`src/rtl/ctrl_hazard_pipe.sv`:
```
// rtl/ctrl_hazard_pipe.sv - hazard descriptor decode, E/M/W tracking, stall and forward selects
module ctrl_hazard_pipe #(
    parameter int MULT_CYCLES = 5,
    parameter int DIV_CYCLES  = 10,
    parameter bit MD_EN       = 1'b1,
    parameter int CNT_W       = 4
) (
    input  logic        clk,
    input  logic        reset_n,
    input  logic [31:0] instr_d,
    output logic        stall,
    output logic [1:0]  fwd_rs_d,
    output logic [1:0]  fwd_rt_d,
    output logic [1:0]  fwd_rs_e,
    output logic [1:0]  fwd_rt_e,
    output logic        fwd_rt_m,
    output logic        md_start,
    output logic        md_busy
);

    localparam logic [1:0] TUSE_NONE = 2'd3;
    localparam logic [CNT_W-1:0] MULT_LOAD = CNT_W'(MULT_CYCLES);
    localparam logic [CNT_W-1:0] DIV_LOAD  = CNT_W'(DIV_CYCLES);

    localparam logic [5:0] OP_SPECIAL = 6'h00;
    localparam logic [5:0] OP_J       = 6'h02;
    localparam logic [5:0] OP_JAL     = 6'h03;
    localparam logic [5:0] OP_BEQ     = 6'h04;
    localparam logic [5:0] OP_BNE     = 6'h05;
    localparam logic [5:0] OP_ADDI    = 6'h08;
    localparam logic [5:0] OP_ADDIU   = 6'h09;
    localparam logic [5:0] OP_ORI     = 6'h0D;
    localparam logic [5:0] OP_LUI     = 6'h0F;
    localparam logic [5:0] OP_LW      = 6'h23;
    localparam logic [5:0] OP_SW      = 6'h2B;

    localparam logic [5:0] FN_SLL   = 6'h00;
    localparam logic [5:0] FN_SRL   = 6'h02;
    localparam logic [5:0] FN_JR    = 6'h08;
    localparam logic [5:0] FN_MOVZ  = 6'h0A;
    localparam logic [5:0] FN_MFHI  = 6'h10;
    localparam logic [5:0] FN_MTHI  = 6'h11;
    localparam logic [5:0] FN_MFLO  = 6'h12;
    localparam logic [5:0] FN_MTLO  = 6'h13;
    localparam logic [5:0] FN_MULT  = 6'h18;
    localparam logic [5:0] FN_MULTU = 6'h19;
    localparam logic [5:0] FN_DIV   = 6'h1A;
    localparam logic [5:0] FN_DIVU  = 6'h1B;
    localparam logic [5:0] FN_ADD   = 6'h20;
    localparam logic [5:0] FN_ADDU  = 6'h21;
    localparam logic [5:0] FN_SUB   = 6'h22;
    localparam logic [5:0] FN_SUBU  = 6'h23;
    localparam logic [5:0] FN_AND   = 6'h24;
    localparam logic [5:0] FN_OR    = 6'h25;
    localparam logic [5:0] FN_XOR   = 6'h26;

    typedef struct packed {
        logic [1:0] tuse_rs;
        logic [1:0] tuse_rt;
        logic [1:0] tnew;
        logic [4:0] dst;
        logic       md_class;
        logic       start;
        logic       is_div;
    } desc_t;

    logic [5:0] opcode;
    logic [5:0] funct;
    logic [4:0] rs_f;
    logic [4:0] rt_f;
    logic [4:0] rd_f;
    logic       unused_shamt;

    assign opcode       = instr_d[31:26];
    assign rs_f         = instr_d[25:21];
    assign rt_f         = instr_d[20:16];
    assign rd_f         = instr_d[15:11];
    assign funct        = instr_d[5:0];
    assign unused_shamt = ^instr_d[10:6];

    desc_t dec;

    always_comb begin
        dec = '{tuse_rs: TUSE_NONE, tuse_rt: TUSE_NONE, tnew: 2'd0, dst: 5'd0,
                md_class: 1'b0, start: 1'b0, is_div: 1'b0};
        case (opcode)
            OP_SPECIAL: begin
                case (funct)
                    FN_ADD, FN_ADDU, FN_SUB, FN_SUBU, FN_AND, FN_OR, FN_XOR, FN_MOVZ: begin
                        dec.tuse_rs = 2'd1;
                        dec.tuse_rt = 2'd1;
                        dec.tnew    = 2'd1;
                        dec.dst     = rd_f;
                    end
                    FN_SLL, FN_SRL: begin
                        dec.tuse_rt = 2'd1;
                        dec.tnew    = 2'd1;
                        dec.dst     = rd_f;
                    end
                    FN_JR: dec.tuse_rs = 2'd0;
                    FN_MULT, FN_MULTU, FN_DIV, FN_DIVU: begin
                        if (MD_EN) begin
                            dec.tuse_rs  = 2'd1;
                            dec.tuse_rt  = 2'd1;
                            dec.md_class = 1'b1;
                            dec.start    = 1'b1;
                            dec.is_div   = funct[1];
                        end
                    end
                    FN_MFHI, FN_MFLO: begin
                        if (MD_EN) begin
                            dec.tnew     = 2'd1;
                            dec.dst      = rd_f;
                            dec.md_class = 1'b1;
                        end
                    end
                    FN_MTHI, FN_MTLO: begin
                        if (MD_EN) begin
                            dec.tuse_rs  = 2'd1;
                            dec.md_class = 1'b1;
                        end
                    end
                    default: ;
                endcase
            end
            OP_ORI, OP_LUI, OP_ADDI, OP_ADDIU: begin
                dec.tuse_rs = 2'd1;
                dec.tnew    = 2'd1;
                dec.dst     = rt_f;
            end
            OP_LW: begin
                dec.tuse_rs = 2'd1;
                dec.tnew    = 2'd2;
                dec.dst     = rt_f;
            end
            OP_SW: begin
                dec.tuse_rs = 2'd1;
                dec.tuse_rt = 2'd2;
            end
            OP_BEQ, OP_BNE: begin
                dec.tuse_rs = 2'd0;
                dec.tuse_rt = 2'd0;
            end
            OP_JAL: begin
                dec.tnew = 2'd0;
                dec.dst  = 5'd31;
            end
            OP_J: ;
            default: ;
        endcase
    end

    // Operand fields of unused sources read as $0 so they never match a producer.
    logic [4:0] rs_d;
    logic [4:0] rt_d;
    assign rs_d = (dec.tuse_rs != TUSE_NONE) ? rs_f : 5'd0;
    assign rt_d = (dec.tuse_rt != TUSE_NONE) ? rt_f : 5'd0;

    logic [4:0]       e_dst, e_rs, e_rt;
    logic [1:0]       e_tnew;
    logic             e_start, e_div;
    logic [4:0]       m_dst, m_rt;
    logic [1:0]       m_tnew;
    logic [4:0]       w_dst;
    logic [1:0]       w_tnew;
    logic [CNT_W-1:0] md_cnt;

    function automatic logic [1:0] tnew_dec(input logic [1:0] t);
        return (t == 2'd0) ? 2'd0 : t - 2'd1;
    endfunction

    always_ff @(posedge clk or negedge reset_n) begin
        if (!reset_n) begin
            e_dst   <= '0;
            e_tnew  <= '0;
            e_start <= 1'b0;
            e_div   <= 1'b0;
            e_rs    <= '0;
            e_rt    <= '0;
            m_dst   <= '0;
            m_tnew  <= '0;
            m_rt    <= '0;
            w_dst   <= '0;
            w_tnew  <= '0;
        end else begin
            if (stall) begin
                e_dst   <= '0;
                e_tnew  <= '0;
                e_start <= 1'b0;
                e_div   <= 1'b0;
                e_rs    <= '0;
                e_rt    <= '0;
            end else begin
                e_dst   <= dec.dst;
                e_tnew  <= dec.tnew;
                e_start <= dec.start;
                e_div   <= dec.is_div;
                e_rs    <= rs_d;
                e_rt    <= rt_d;
            end
            m_dst  <= e_dst;
            m_tnew <= tnew_dec(e_tnew);
            m_rt   <= e_rt;
            w_dst  <= m_dst;
            w_tnew <= tnew_dec(m_tnew);
        end
    end

    always_ff @(posedge clk or negedge reset_n) begin
        if (!reset_n) begin
            md_cnt <= '0;
        end else if (e_start) begin
            md_cnt <= e_div ? DIV_LOAD : MULT_LOAD;
        end else if (md_cnt != '0) begin
            md_cnt <= md_cnt - 1'b1;
        end
    end

    assign md_start = e_start;
    assign md_busy  = MD_EN ? (md_cnt != '0) : 1'b0;

    function automatic logic late(input logic [4:0] r, input logic [1:0] tuse,
                                  input logic [4:0] dst, input logic [1:0] tnew);
        return (r != 5'd0) && (tuse != TUSE_NONE) && (r == dst) && (tnew > tuse);
    endfunction

    logic stall_rs, stall_rt, stall_md;
    assign stall_rs = late(rs_d, dec.tuse_rs, e_dst, e_tnew) || late(rs_d, dec.tuse_rs, m_dst, m_tnew);
    assign stall_rt = late(rt_d, dec.tuse_rt, e_dst, e_tnew) || late(rt_d, dec.tuse_rt, m_dst, m_tnew);
    assign stall_md = dec.md_class && (md_busy || md_start);
    assign stall    = stall_rs || stall_rt || stall_md;

    function automatic logic ready(input logic [4:0] r, input logic [4:0] dst, input logic [1:0] tnew);
        return (r != 5'd0) && (r == dst) && (tnew == 2'd0);
    endfunction

    // Priority order gives the youngest ready producer.
    always_comb begin
        fwd_rs_d = 2'd0;
        if (ready(rs_d, e_dst, e_tnew))      fwd_rs_d = 2'd1;
        else if (ready(rs_d, m_dst, m_tnew)) fwd_rs_d = 2'd2;
        else if (ready(rs_d, w_dst, w_tnew)) fwd_rs_d = 2'd3;

        fwd_rt_d = 2'd0;
        if (ready(rt_d, e_dst, e_tnew))      fwd_rt_d = 2'd1;
        else if (ready(rt_d, m_dst, m_tnew)) fwd_rt_d = 2'd2;
        else if (ready(rt_d, w_dst, w_tnew)) fwd_rt_d = 2'd3;

        fwd_rs_e = 2'd0;
        if (ready(e_rs, m_dst, m_tnew))      fwd_rs_e = 2'd2;
        else if (ready(e_rs, w_dst, w_tnew)) fwd_rs_e = 2'd3;

        fwd_rt_e = 2'd0;
        if (ready(e_rt, m_dst, m_tnew))      fwd_rt_e = 2'd2;
        else if (ready(e_rt, w_dst, w_tnew)) fwd_rt_e = 2'd3;
    end

    assign fwd_rt_m = (m_rt != 5'd0) && (m_rt == w_dst);

endmodule

```
`config.mk`:
```
export PLATFORM = sky130hd
export DESIGN_NAME = ctrl_hazard_pipe
export DESIGN_NICKNAME = d
export VERILOG_FILES = /design/src/rtl/ctrl_hazard_pipe.sv
export SDC_FILE = /design/constraint.sdc
export NUM_CORES = 1
export LEC_CHECK = 0
export CAP_MARGIN = 10
export CORE_AREA = 2 2 112 114
export DETAILED_ROUTE_END_ITERATION = 10
export DIE_AREA = 0 0 114 116
export PLACE_DENSITY = 0.48
export SYNTH_ARGS = -nofsm -noshare
export SYNTH_HDL_FRONTEND = slang
export SYNTH_SLANG_ARGS = --single-unit
```
`constraint.sdc`:
```
create_clock -name clk -period 6.2 [get_ports clk]
set_input_delay 0.62 -clock clk [delete_from_list [all_inputs] [get_ports clk]]
set_output_delay 0.62 -clock clk [all_outputs]
set_load 0.03 [all_outputs]
```
==> metrics.txt, run 1 <==
Post-synth EDFFs=0; Fmax achieved=183.6 MHz; die area=13220 um^2; Die Ht=116 um; library cells used by synthesis=53; GR Overflow Total=0; max-slew violations=0; GR peak layer=met2; largest net degree at the start of global routing=43; RD Place Congestion=0.8229; number of max-cap violations=0; CP Class=input pin to output port; skew final=0.007332 ns; M3 GR Usage=1.726%; drt wl/cell=14.69 um; final WL=7.300 mm; total core area=11910 um^2; flops & latches, synth=42; setup TNS=0 ns; clock latency on the worst-skew pair=0.28 ns; final period utilization=87.86%; port bufs=40; DRT Pass-1 Iters=4; number of global-route vias before repair=2380; CTS H-tree depth=2; GRT met1 Usage=15.25%; mean post-synth cell area=9.048 um^2; diode count=0; fillers=1244; post-route cell area=3556 um^2; area of the multi-input gates=1695 um^2; Post-route DRC=0; Syn Nets=368; share of layout cells above drive strength 1=8.857%; Clock Path Buffers=2; power per cell area=214.2 nW/um^2; met2 usage=20.52%; final setup vio count=0; CP max FO=12; Hold Buf Count CTS=0; remaining antenna violation count=0; CP Capture Type=output port; sequential-to-total area share from yosys stat=35.85%; initial antenna violation count=0; FF+latch area=1051 um^2; Initial Utilization=24.61%; Clock transition at path regs=0.06 ns; most common library cell in the layout ignoring fill and taps=dfrtp_1; ys async rst share=100.0%; HP Class=register to register; VDD IR max=0.1053 mV; commonest cells after routing, fill and taps aside=42 x dfrtp_1, 39 x clkdlybuf4s50_1, 31 x xor2_1; post-cts sizing count=0; postcts setup bufs=0; yosys warns=0; all-layer global routing usage=11.72%; TritonCTS Buffers=5; CTS tree=yes; post-layout minimum cycle time=5.447 ns; crit path DAT=4.83 ns; Die Wd=114 um; synthesized area=2932 um^2; WP data required=5.58 ns; Cell Rows=40; final net count=393; Slew headroom=35.59%; CTS root buffer=clkbuf_16; worst-margin pin slew=0.9661 ns; Fin. Hold Viols=0; first-pass GRT wire length=12.19 mm; status=complete, no violations; Startpoint Class=input pin; static leakage=0.001621 uW; cells after synthesis=324; DP Wirelength=5.591 mm; vias per cell=4.678; clk sink count=42; Top FF cell, synth=dfrtp_1; IO Pins=46; Area Overhead vs Synth=21.30%; RSZ-0062 raised after global routing=no; placed inst area=3405 um^2; DR vias=2325; Starting DRT DRC Count=62
-- routing by layer --
layer,vias up,wire length [um]
met3,4,227
met1,1094,3316
met2,45,3680
met4,0,76
li1,1182,-
met5,-,0
-- critical path: stages --
cell             delay [ns]
clkdlybuf4s50_1        0.56
or4_4                  0.59
or3_1                  0.40
o32ai_1                0.30
buf_4                  0.23
a21boi_0               0.33
ha_1                   0.31
a21oi_1                0.14
a21oi_1                0.05
and3_1                 0.16
a211o_1                0.27
or2_1                  0.24
clkdlybuf4s50_1        0.61
-- cells by family after synthesis --
group	synth area share, %
AO/OA/AOI/OAI	11.44
XOR/XNOR	16.73
adder cells (fa/ha/maj)	4.268
buffers and inverters	6.316
flip-flops	35.85
AND/OR/NAND/NOR	25.40
-- Yosys cell counts, types with 3 or more instances --
master,instances,area [um^2]
nand3_1,6,30.03
nor2b_1,6,37.54
inv_1,15,56.30
xnor2_1,25,219.0
dfrtp_1,42,1051
ha_1,10,125.1
a31oi_1,3,18.77
buf_2,3,15.01
or3_1,3,18.77
nor3_1,18,90.09
xor2_1,31,271.5
o31ai_1,3,22.52
nor4_1,9,56.30
nor3_2,9,90.09
nand2b_1,3,18.77
nand4_1,6,37.54
a221oi_1,5,43.79
and2_1,4,25.02
a21oi_1,12,60.06
clkbuf_1,18,67.56
o21ai_0,7,35.03
nor2_1,21,78.83
and3_1,5,31.28
o21a_1,3,22.52
nand2_1,21,78.83
-- final cells by class --
class	count	area share, %
clock buffers	6	3.906
well taps	147	5.172
flip-flops and latches	42	29.56
inverters	15	1.583
multi-input cells	242	47.68
clock inverters	2	0.3519
repair buffers	43	11.75
-- power breakdown --
group / switching, uW / internal (uW)
Clock: 102 / 159
Sequential: 20.7 / 295
Combinational: 97.2 / 88.0
-- final timing paths --
check,start,to,slack [ns],cells after the start
min,e_dst[0],m_dst[0],0.46,0
min in group asynchronous,reset_n,m_rt[2],0.50,1
min reg2reg,e_dst[0],m_dst[0],0.46,0
max reg2reg,m_dst[2],e_rs[4],3.83,7
max,instr_d[29],stall,0.75,13
max in group asynchronous,reset_n,e_dst[3],5.10,1
-- state kept, by name, indices dropped and copies added, names as in the netlist --
signal,cells
md_start,1
md_cnt,4
e_div,1
e_tnew,2
w_tnew,2
m_dst,5
m_rt,5
w_dst,5
m_tnew,2
e_rs,5
e_dst,5
e_rt,5
-- through the flow --
| stage | setup slack (ns) | std cells | hold WS, ns | power (uW) | utilization [%] |
|---|---|---|---|---|---|
| 2_1_floorplan | 1.643 | 324 | 0.3244 | 443.6 | - |
| 3_3_place_gp | 0.7138 | 489 | 0.4497 | 502.6 | 28.58 |
| 3_5_place_dp | 0.7396 | 489 | 0.4438 | 507.9 | 28.58 |
| 4_1_cts | 0.7376 | 497 | 0.4594 | 773.1 | 29.85 |
| 5_1_grt | 0.5243 | 497 | 0.4745 | 810.4 | 29.85 |
| 6_report | 0.7528 | 497 | 0.4572 | 761.7 | 29.85 |
No activity file was read; power rests on OpenSTA's default activity.
==> run 2, diff against run 1 <==
--- a/config.mk
+++ b/config.mk
@@ -6,10 +6,10 @@
 export NUM_CORES = 1
 export LEC_CHECK = 0
 export CAP_MARGIN = 10
-export CORE_AREA = 2 2 112 114
+export CORE_AREA = 2 2 80 82
 export DETAILED_ROUTE_END_ITERATION = 10
-export DIE_AREA = 0 0 114 116
-export PLACE_DENSITY = 0.48
+export DIE_AREA = 0 0 82 84
+export PLACE_DENSITY = 0.79
 export SYNTH_ARGS = -nofsm -noshare
 export SYNTH_HDL_FRONTEND = slang
 export SYNTH_SLANG_ARGS = --single-unit
==> run 2 against run 1 <==
Sequential share of layout area is 1.3 points higher. Critical path depth is 2 lower. Setup slack worse by 0.021 ns. Clock power is 31% lower. Sequential cell count stayed put. Die area is 48% lower. Routed wire length is 9.5% lower. Hold slack worse by 0.0062 ns. Clock skew is 0.0033 ns lower. Utilization is 26 points higher. Non-clock buffer count stayed put. Combinational power hardly changed. Critical path type unchanged.
==> metrics.txt, run 2 (synthesized netlist as in run 1, its figures left out) <==
IO Pins=46; max-slew violations=0; CTS H-tree depth=2; CTS root buffer=clkbuf_8; GR Overflow Total=0; power per cell area=200.0 nW/um^2; TritonCTS Buffers=5; Post-route DRC=0; vias per cell=5.635; HP Class=register to register; number of max-cap violations=0; crit path DAT=4.85 ns; area of the multi-input gates=1695 um^2; reg2reg end=e_rt[4]; Clock transition at path regs=0.08 ns; Hold Path End=m_dst[0]; Starting DRT DRC Count=124; CTS tree=yes; share of layout cells above drive strength 1=8.571%; Final Non-Filler Cells=427; Die Wd=82 um; CP Capture Type=output port; diode count=0; RSZ-0062 raised after global routing=no; Fin. Hold Viols=0; post-layout minimum cycle time=5.468 ns; static leakage=0.001596 uW; DRT Pass-1 Iters=4; fin worst setup slack=0.7321 ns; skew final=0.004027 ns; reg2reg start=m_dst[2]; final net count=393; RD Place Congestion=0.8466; CP max FO=13; clock latency on the worst-skew pair=0.29 ns; number of global-route vias before repair=2456; all-layer global routing usage=20.91%; Area Overhead vs Synth=16.26%; most common library cell in the layout ignoring fill and taps=dfrtp_1; remaining antenna violation count=0; Die Ht=84 um; CP Class=input pin to output port; DP Wirelength=4.993 mm; final WL=6.603 mm; Reg2Reg Depth=7; Hold Buf Count CTS=0; Cell Rows=29; initial antenna violation count=0; Clock Path Buffers=2; post-cts sizing count=0; fillers=531; Slew headroom=38.36%; final period utilization=88.19%; DR vias=2406; FF+latch area=1051 um^2; pre-CTS WS=0.7075 ns; status=complete, no violations; largest net degree at the start of global routing=43; die area=6888 um^2; Hold Worst Slack=0.4511 ns; clk sink count=42; Fmax achieved=182.9 MHz; drt wl/cell=15.46 um; postcts setup bufs=0; Min-Delay Startpoint=e_dst[0]; WP data required=5.58 ns; Initial Utilization=48.09%; commonest cells after routing, fill and taps aside=42 x dfrtp_1, 39 x clkdlybuf4s50_1, 31 x xor2_1; placed insts=419; first-pass GRT wire length=11.12 mm; port bufs=40; VDD IR max=0.1077 mV; final setup vio count=0; R2R setup slack=3.78 ns; worst-margin pin slew=0.9246 ns; WHS Path Cells=0; total core area=6096 um^2; setup TNS=0 ns; Startpoint Class=input pin
-- run 2: worst max-delay path by stage --
| stage | depth (start not counted) | startpoint | to | slack [ns] |
|---|---|---|---|---|
| final | 11 | instr_d[29] | stall | 0.73 |
| after global routing | 13 | instr_d[29] | stall | 0.63 |
| after CTS | 11 | instr_d[29] | stall | 0.71 |
| after detailed placement | 11 | instr_d[29] | stall | 0.71 |
| after global placement | 11 | instr_d[29] | stall | 0.84 |
| after floorplan | 14 | instr_d[28] | stall | 1.64 |
-- run 2: power breakdown --
part / switching [uW] / internal [uW] / total [uW]
clock: 91.4 / 89.9 / 181
sequential: 20.8 / 294 / 315
combinational: 97.4 / 88.1 / 185
total: 210 / 472 / 682
-- run 2: area by class of cell --
class	instances	share of cell area, %
clock buffer	7	2.533
sequential	42	30.84
inverter	15	1.652
multi-input combinational	242	49.74
clock inverter	1	0.1468
tap	77	2.827
timing repair buffer	43	12.26
-- run 2: per-stage QoR --
step / cell area [um^2] / util (%) / total power, uW
floorplan: 2932 / - / 443.6
detailed placement: 3317 / 54.41 / 506.2
global route: 3408 / 55.91 / 717.4
global placement: 3317 / 54.41 / 496.9
finish: 3408 / 55.91 / 681.7
CTS: 3408 / 55.91 / 683.5
-- run 2: routing by layer --
layer / wire, um / global-route usage [%]
met5: 0 / 0
met2: 3446 / 35.48
met4: 173 / 9.242
met3: 255 / 4.329
met1: 2727 / 24.97
-- run 2: critical path, cell delays in order --
cell	delay [ns]
clkdlybuf4s50_1	0.57
or4_4	0.59
or3_1	0.40
a2111o_1	0.44
and2_4	0.22
ha_1	0.30
a2111oi_0	0.67
nand3_1	0.14
nand2_1	0.11
or2_1	0.12
clkdlybuf4s50_1	0.67
==> patch: new RTL, config.mk and constraints of run 2 <==
Change the parameter `CNT_W` from 4 to 6.
--- a/src/rtl/ctrl_hazard_pipe.sv
+++ b/src/rtl/ctrl_hazard_pipe.sv
@@ -3,7 +3,7 @@
     parameter int MULT_CYCLES = 5,
     parameter int DIV_CYCLES  = 10,
     parameter bit MD_EN       = 1'b1,
-    parameter int CNT_W       = 4
+    parameter int CNT_W       = 6
 ) (
     input  logic        clk,
     input  logic        reset_n,
Formal check against the unedited RTL: no difference found for any inputs over 4 cycles, from zero or initial values and one cycle with reset_n low; that may be too few to reach the edited logic, so the function may still have changed.
==> patch against run 2 <==
Wire length is 4.3% lower; die area stayed put; global-route usage is 0.83 points lower; total power is 1.7% higher; sequential cell count is 2 higher; final area is 2.2% higher; synthesized area is 2.6% higher; worst setup slack better by 0.39 ns; critical path type unchanged; largest cell class unchanged; largest power group unchanged; highest routed layer unchanged.
==> patch: results <==
{
  "skew_ns": 0.00490,
  "grt_max_degree": 45,
  "synth_area_leaders": "dfrtp_1 (37%), xnor2_1 (7.6%), xor2_1 (7.6%), ha_1 (3.7%), nor4_1 (2.7%)",
  "synth_common_cells": "dfrtp_1 (44), xnor2_1 (26), xor2_1 (26)",
  "wl_per_cell_um": 14.4,
  "clock_latency_ns": 0.30,
  "drt_iter0_drc": 212,
  "numCtsBuffers": 5,
  "cp_slowest_cell": "clkdlybuf4s50_1",
  "ys_seq_area_share_pct": 36.6,
  "p_int_w": 0.000479,
  "drtPass1Iterations": 4,
  "p_leak_nw": 1.53,
  "grt_pass1_wl_um": 10800,
  "hpwl_um": 4910,
  "max_stage_delay_ns": 0.71,
  "arrival_ns": 4.46,
  "placed_area_um2": 3400,
  "nets": 404,
  "ys_types": 60,
  "vias": 2466,
  "status": "finished, final reports clean",
  "cp_max_fo": 12,
  "largest_reg_flops": 6,
  "fillCellCount": 555,
  "hold_path_class": "register to register",
  "drive_above_1_share_pct": 9.70,
  "track_usage_pct": 20.1,
  "gp_congestion": 0.879,
  "grt_pass1_vias": 2334,
  "cts_resized": 0,
  "slew_headroom_pct": 36.4,
  "syn-num-nets": 377,
  "irDropWorstVdd_mv": 0.0962
}
==> patch: cell count changes after synthesis, moves of 4 or more <==
cell,delta
nor2_2,+10
nor3_2,-9
or4_1,+5
xor2_1,-5
and3_1,-4
nor2b_1,+4
nor3_1,-4
nor4_1,+4
o21ai_0,+4
==> patch: layout make-up <==
class / instances / area [um^2] / area share (%)
Clock buffer: 5 / 68.8 / 1.98
Timing Repair Buffer: 41 / 403 / 11.6
Multi-Input combinational cell: 251 / 1730 / 49.8
Clock inverter: 2 / 12.5 / 0.359
Sequential cell: 44 / 1100 / 31.6
Inverter: 18 / 67.6 / 1.94
Tap cell: 77 / 96.3 / 2.77
==> patch: kinds of logic after synthesis <==
| logic type | count (synthesis) | synth area share, % |
|---|---|---|
| xor+xnor | 52 | 15.1 |
| simple gates | 136 | 25.9 |
| flops | 44 | 36.6 |
| buf+inv | 39 | 5.78 |
| fa+ha+maj | 9 | 3.74 |
| compound gates | 54 | 12.8 |
==> patch: per-layer routing <==
metal,up-vias,wire (um),track usage (%)
met2,57,3030,31.8
met1,1173,2890,27.6
met4,0,127,7.27
met3,10,271,3.14
met5,-,0,0
li1,1226,-,-
==> patch: stage by stage <==
stage	worst slack (ns)	instances	total power [W]	hold WS [ns]
after floorplan	2.54	334	0.000468	0.324
after global placement	1.25	431	0.000522	0.439
after detailed placement	1.16	431	0.000528	0.439
after CTS	1.13	438	0.000698	0.454
after global routing	0.786	438	0.000736	0.471
final	1.12	438	0.000693	0.452
==> patch: worst max-delay path: cells and delay by family <==
| family | cells | cell delay [ns] |
|---|---|---|
| buffers and inverters | 3 | 1.37 |
| AOI/OAI and AO/OA | 5 | 1.08 |
| and+or+nand+nor | 3 | 1.07 |
| adders and majority gates | 1 | 0.31 |
==> patch: power by group through the flow <==
stage	clock, W	combinational [W]	sequential [W]
after floorplan	0	0.000132	0.000336
after global placement	0	0.000178	0.000345
after detailed placement	0	0.000183	0.000345
after CTS	0.000175	0.000184	0.000340
after global routing	0.000187	0.000205	0.000344
final	0.000171	0.000182	0.000340
==> patch: worst paths after layout <==
path | from | endpoint | slack (ns) | cells past startpoint
setup / recovery | instr_d[26] | stall | 1.12 | 12
hold / removal | e_dst[2] | m_dst[2] | 0.45 | 0
setup reg to reg | md_cnt[0] | e_rs[0] | 3.86 | 8
hold reg to reg | e_dst[2] | m_dst[2] | 0.45 | 0
max in group asynchronous | reset_n | e_rt[4] | 5.15 | 1
min in group asynchronous | reset_n | md_cnt[0] | 0.47 | 1
